===== config.mk =====
export PLATFORM = sky130hd
export DESIGN_NAME = uart_send_arbiter
export DESIGN_NICKNAME = d
export VERILOG_FILES = /design/src/rtl/uart_send_arbiter.sv
export SDC_FILE = /design/constraint.sdc
export NUM_CORES = 1
export LEC_CHECK = 0
export CORE_MARGIN = 8
export CORE_UTILIZATION = 39
export CTS_CLUSTER_DIAMETER = 80
export DETAILED_ROUTE_END_ITERATION = 12
export HOLD_SLACK_MARGIN = 0.1
export PLACE_DENSITY = 0.9
export SLEW_MARGIN = 20
export SYNTH_ARGS = -nofsm -noshare
export SYNTH_HDL_FRONTEND = slang
export SYNTH_SLANG_ARGS = --single-unit

===== constraint.sdc =====
create_clock -name clk -period 2.8 [get_ports clk]
set_input_delay 0.84 -clock clk [delete_from_list [all_inputs] [get_ports clk]]
set_output_delay 0.84 -clock clk [all_outputs]
set_load 0.05 [all_outputs]

===== src/rtl/uart_send_arbiter.sv =====
// uart_send_arbiter: round-robin sharing of one UART transmit path among four byte requesters; UART_ARB_TIMEOUT_EN adds a WAIT-state timeout abort
module uart_send_arbiter #(
  parameter int N_REQ   = 4,
  parameter int TIMEOUT = 65535
) (
  input  logic               clk,
  input  logic               rst_n,
  input  logic [N_REQ-1:0]   req_i,
  input  logic [8*N_REQ-1:0] req_data_i,
  output logic [N_REQ-1:0]   req_ack_o,
  output logic [N_REQ-1:0]   req_done_o,
  output logic               req_err_o,
  output logic [1:0]         grant_id_o,
  output logic               arb_busy_o,
  output logic               send_start_o,
  output logic [7:0]         send_data_o,
  input  logic               send_busy_i,
  input  logic               send_finish_i
);
  typedef enum logic {IDLE, WAIT} state_t;
  state_t             state_q;
  logic [1:0]         ptr_q, grant_id_q, win;
  logic [N_REQ-1:0]   req_ack_q, req_done_q;
  logic               req_err_q, arb_busy_q, send_start_q;
  logic [7:0]         send_data_q;
  logic               grant, fin, tmo;
  // first pending requester at or above the rotating pointer, wrapping mod 4
  always_comb begin
    win = ptr_q;
    for (int k = N_REQ - 1; k >= 0; k--)
      if (req_i[ptr_q + 2'(k)]) win = ptr_q + 2'(k);
  end
  assign grant = (state_q == IDLE) && (|req_i) && !send_busy_i;
  assign fin   = (state_q == WAIT) && send_finish_i && !send_start_q;
`ifdef UART_ARB_TIMEOUT_EN
  localparam int CW = $clog2(TIMEOUT + 1);
  logic [CW-1:0] cnt_q;
  // WAIT-cycle counter, restarted on every grant
  always_ff @(posedge clk or negedge rst_n) begin
    if (!rst_n) cnt_q <= '0;
    else if (grant) cnt_q <= '0;
    else if (state_q == WAIT) cnt_q <= cnt_q + 1'b1;
  end
  assign tmo = (state_q == WAIT) && (cnt_q == CW'(TIMEOUT - 1));
`else
  assign tmo = 1'b0;
`endif
  // arbitration FSM with all outputs registered
  always_ff @(posedge clk or negedge rst_n) begin
    if (!rst_n) begin
      state_q      <= IDLE;
      ptr_q        <= '0;
      grant_id_q   <= '0;
      req_ack_q    <= '0;
      req_done_q   <= '0;
      req_err_q    <= 1'b0;
      arb_busy_q   <= 1'b0;
      send_start_q <= 1'b0;
      send_data_q  <= '0;
    end else begin
      req_ack_q    <= '0;
      req_done_q   <= '0;
      req_err_q    <= 1'b0;
      send_start_q <= 1'b0;
      if (grant) begin
        send_data_q  <= req_data_i[{win, 3'b000} +: 8];
        grant_id_q   <= win;
        req_ack_q    <= N_REQ'(1) << win;
        send_start_q <= 1'b1;
        ptr_q        <= win + 2'd1;
        arb_busy_q   <= 1'b1;
        state_q      <= WAIT;
      end else if (fin || tmo) begin
        req_done_q <= N_REQ'(1) << grant_id_q;
        req_err_q  <= !fin;
        arb_busy_q <= 1'b0;
        state_q    <= IDLE;
      end
    end
  end
  assign req_ack_o    = req_ack_q;
  assign req_done_o   = req_done_q;
  assign req_err_o    = req_err_q;
  assign grant_id_o   = grant_id_q;
  assign arb_busy_o   = arb_busy_q;
  assign send_start_o = send_start_q;
  assign send_data_o  = send_data_q;
endmodule


# Word-level counts from Yosys, hierarchy flattened
# Cells that the tools add are included.
# op_classes
order_cmp,4
n_reduce_logical,9
bitwise,1
shift,3
mux,20
add_sub_neg,4
# ops
op,n
$shiftx A32 B6 Y8,1
$lt A2 B3 Y1 const B,4
$mux W4,3
$mux W1,9
$bmux W1 S2,4
$mux W2,4
$shl A1 B2 Y4 const A,2
$add A2 B1 Y2 const B,2
$add A2 B2 Y2 const B,2
$logic_and A1 B1 Y1,4
$reduce_or A4 Y1,1
$logic_not A1 Y1,3
$reduce_bool A2 Y1,1
$not A1 Y1,1
# word_totals
in_bits,40
regBits,23

# Depth between registers and ports, before layout
# logic_depth
word_depth,9
depth_mapped,8

# Worst setup path after synthesis
# No wires, ideal clock.
# synth_timing
kind,in2reg
from,input req_i[3]
to,register send_data_q[3] (netlist: send_data_o[3])
slack_ps,306
n_path_buf,3
arrival_time_ps,2368
path_stages,8
cell_sequence,buf_6 > nor2b_2 > a2111o_1 > buf_4 > nand2_4 > buf_6 > mux2_4 > a221o_1
# synth_via
elab_chain_cells,7
elab_cells_between_ends,16
classes_between,shift: 1; mux: 12; reduce/logical: 3
# synth_rtl
element,line,source
start: declaration,8,"input logic [N_REQ-1:0] req_i,"
$bmux W1 S2,31,if (req_i[ptr_q + 2'(k)]) win = ptr_q + 2'(k);
$mux W1 (implied by the code),31,
$mux W2 (4 in a row),31,
$shiftx A32 B6 Y8,66,"send_data_q <= req_data_i[{win, 3'b000} +: 8];"
end signal: assignment,66,
end: declaration,25,logic [7:0] send_data_q;
# Parallel ways exist; a longest one is shown, timed or not. The select of a mux whose other input is x is not followed.
# A chain may end at the register's enable or synchronous reset.

# Final worst setup path
# layout_timing
from,input req_i[0]
to,register send_data_q[1] (netlist: send_data_o[1])
# The elaborated chain is that of the path after synthesis.

==> summary.md <==
| Metric | Value |
|---|---|
| Run status | `complete, no violations` |
| Clk slew on worst S/H paths | `120 ps` |
| Post-route DRC violation count | `0` |
| Top cells by area, synth | `dfrtp_1 (47%), a221o_1 (6.8%), mux2_4 (6.3%)` |
| CTS tree | `done` |
| Final setup violating endpoints | `0` |
| Async SR Flop Fraction | `1.000` |
| Multi-input gate area | `584.3 um^2` |
| Unrepaired setup endpoints after global routing | `no` |
| Yosys cell types | `31` |
| Startpoint Class | `primary input` |
| Register area | `550.5 um^2` |
| Nets | `224` |
| Initial antenna violation count | `0` |
| Initial DRC Count | `74` |
| Synthesized cell area | `1184 um^2` |
| Number of buffers created by CTS | `3` |
| Ant. Diodes | `0` |
| VDD IR max | `0.4534 mV` |
| PortBufs | `59` |
| DR WL/cell | `18.02 um` |
| Total wire length | `3893 um` |
| Vias in the first global route | `1,321` |
| Biggest area consumer among synthesized cells | `dfrtp_1` |
| Rows | `20` |
| Leakage | `0.8251 nW` |
| Dpl cells | `212` |
| Fillers | `220` |
| Post-synthesis compound-gate area fraction | `0.2294` |
| R2R setup slack | `840 ps` |
| Worst slew margin | `0.6143` |
| Global-route wire length before repair | `6120 um` |
| Top cell type's share of synthesized area | `0.4651` |
| Number of synthesized flops with an enable pin | `0` |
| Core area | `2978 um^2` |
| Synth top cells by count | `dfrtp_1 (22), o21ai_0 (12), a21oi_1 (9), nand3_1 (9), a221o_1 (8)` |
| Num Clock Sinks | `22` |
| Net Count, Synth | `153` |
| Worst hold path cell count | `1` |
| Top FF cell, synth | `dfrtp_1` |
| Non-filler cells, final | `216` |
| Clk_skew | `1.946 ps` |
| Antenna Nets Post-Route | `0` |
| Clk_lat worst skew | `310 ps` |
| Die W | `71.09 um` |
| Grt total ovfl | `0` |
| Die ar. | `5054 um^2` |
| Largest family of logic cells by synthesized area | `compound AO/OA/AOI/OAI gates` |
| Final period util | `0.9164` |
| Count leader, synth | `dfrtp_1` |
| Initial Utilization | `0.3975` |
| Die height | `71.09 um` |
| Num ports | `61` |
| CP endpoint kind | `register` |
| Vias per inst | `5.565` |
| Largest net degree at the start of global routing | `23` |
| Post-Synth XOR/XNOR Area | `0.007400` |
| Slew Viols, Final | `0` |
| Avg Inst Size Synth | `10.47 um^2` |
| Root Driver | `clkbuf_4` |
| Worst-margin pin slew | `578.5 ps` |
| PD cells | `900.5 nW/um^2` |
| Dpl hpwl | `3120 um` |
| Worst setup path category | `primary input to register` |
| Layout Area Growth over Synthesis | `62.16%` |
| Tot Pwr | `1.728 mW` |
| Via count | `1,202` |
| Post-synthesis simple-gate area fraction | `0.1512` |
| Clk buf depth | `2` |
| Layout Utilization | `0.6445` |
| Placer Congestion | `0.7654` |
| Post-synthesis mux area share | `0.09197` |
| Layout cells sized above 1 | `0.1694` |
| Register area share after synthesis | `0.4651` |
| Global Route Usage Sum | `0.1492` |
| Synth Register Bits | `22` |
| YS warnings | `0` |
| Worst-case reg-to-reg path depth | `4` |
| Adder-Cell Fraction of Synth Area | `0` |
| Final hold vios | `0` |
| Tmin final | `2566 ps` |
| 1st-pass router iterations | `4` |
| Hold crit path type | `register to register` |
| CP max FO | `9` |
| FMAX | `0.3897 GHz` |
| Synth Instances | `113` |
| CP arrival | `2770 ps` |
| Max-cap violation count | `0` |
| Hold buffers post-CTS | `0` |
| H-tree depth | `1` |
| Worst EP required | `3010 ps` |
## report_power, final
part	switching [mW]	leakage, nW	total [mW]	internal, mW
Clock	0.0973	0.0210	0.177	0.0794
Combinational	0.617	0.521	1.04	0.423
Sequential	0.0915	0.283	0.512	0.421
## final timing paths
| check | from | to |
|---|---|---|
| setup / recovery | req_i[0] | send_data_o[1] |
| hold / removal | grant_id_o[1] | req_done_o[1] |
| setup reg to reg | ptr_q[1] | send_data_o[1] |
| hold reg to reg | grant_id_o[1] | req_done_o[1] |
| max in group asynchronous | rst_n | send_data_o[7] |
| min in group asynchronous | rst_n | arb_busy_o |
## layer usage
| layer | global-route usage | part of all wire | vias up |
|---|---|---|---|
| met5 | 0 | 0 | - |
| met4 | 0.07390 | 0.033 | 0 |
| met3 | 0.04237 | 0.070 | 14 |
| met2 | 0.2636 | 0.52 | 65 |
| met1 | 0.1583 | 0.38 | 569 |
| li1 | - | - | 554 |
## critical path: stages
cell and delay [ps]:
clkdlybuf4s50_1 450, nor2b_2 180, a2111o_1 450, nand2_4 170, mux2_2 360, a221o_1 320
## area by class of cell
class / instances / area share
repair buffers: 73 / 0.3625
multi-input cells: 81 / 0.3044
flip-flops and latches: 22 / 0.2868
well taps: 33 / 0.02151
clock buffers: 4 / 0.01890
inverters: 3 / 0.005867
## state kept, by name, summed over array words and instances (netlist names)
name / count
req_done_o: 4
arb_busy_o: 1
send_start_o: 1
req_ack_o: 4
ptr_q: 2
grant_id_o: 2
send_data_o: 8
## kinds of logic (layout without fill, tap and decap cells)
logic type | after synthesis | in the layout
muxes | 8 | 8
DFF | 22 | 22
other | 1 | 1
and+or+nand+nor | 33 | 33
AOI/OAI and AO/OA | 38 | 38
xor gates and xnor gates | 1 | 1
buffers and inverters | 10 | 80
## placed cells by master, fill, tap and decap left out, types with 2 or more instances in the layout
master            n
a21oi_1           9
a221o_1           8
buf_4            14
clkbuf_4          3
clkdlybuf4s50_1  59
dfrtp_1          22
inv_1             3
mux2_2            3
mux2_4            5
nand2_1           6
nand3_1           9
nor2_1            6
nor2b_1           4
nor3_1            3
o21a_1            2
o21ai_0          12
## what timing repair did
action | in CTS | in global routing
gates resized for setup | 1 | 0
endpoints found under the setup margin | 1 | 0
buffers inserted | 0 | 0
## stage by stage
| stage | setup slack, ps | setup TNS, ps | instance area (um^2) | hold slack [ps] |
|---|---|---|---|---|
| detailed placement | -351.1 | -2416 | 1871 | 485.8 |
| floorplan | 305.8 | 0 | 1184 | 500.7 |
| finish | 233.9 | 0 | 1919 | 495.7 |
| CTS | 232.5 | 0 | 1919 | 502.4 |
| global route | 186.7 | 0 | 1919 | 527.6 |
| global placement | -48.44 | -229.7 | 1871 | 464.2 |
(Power assumes the default switching activity.)
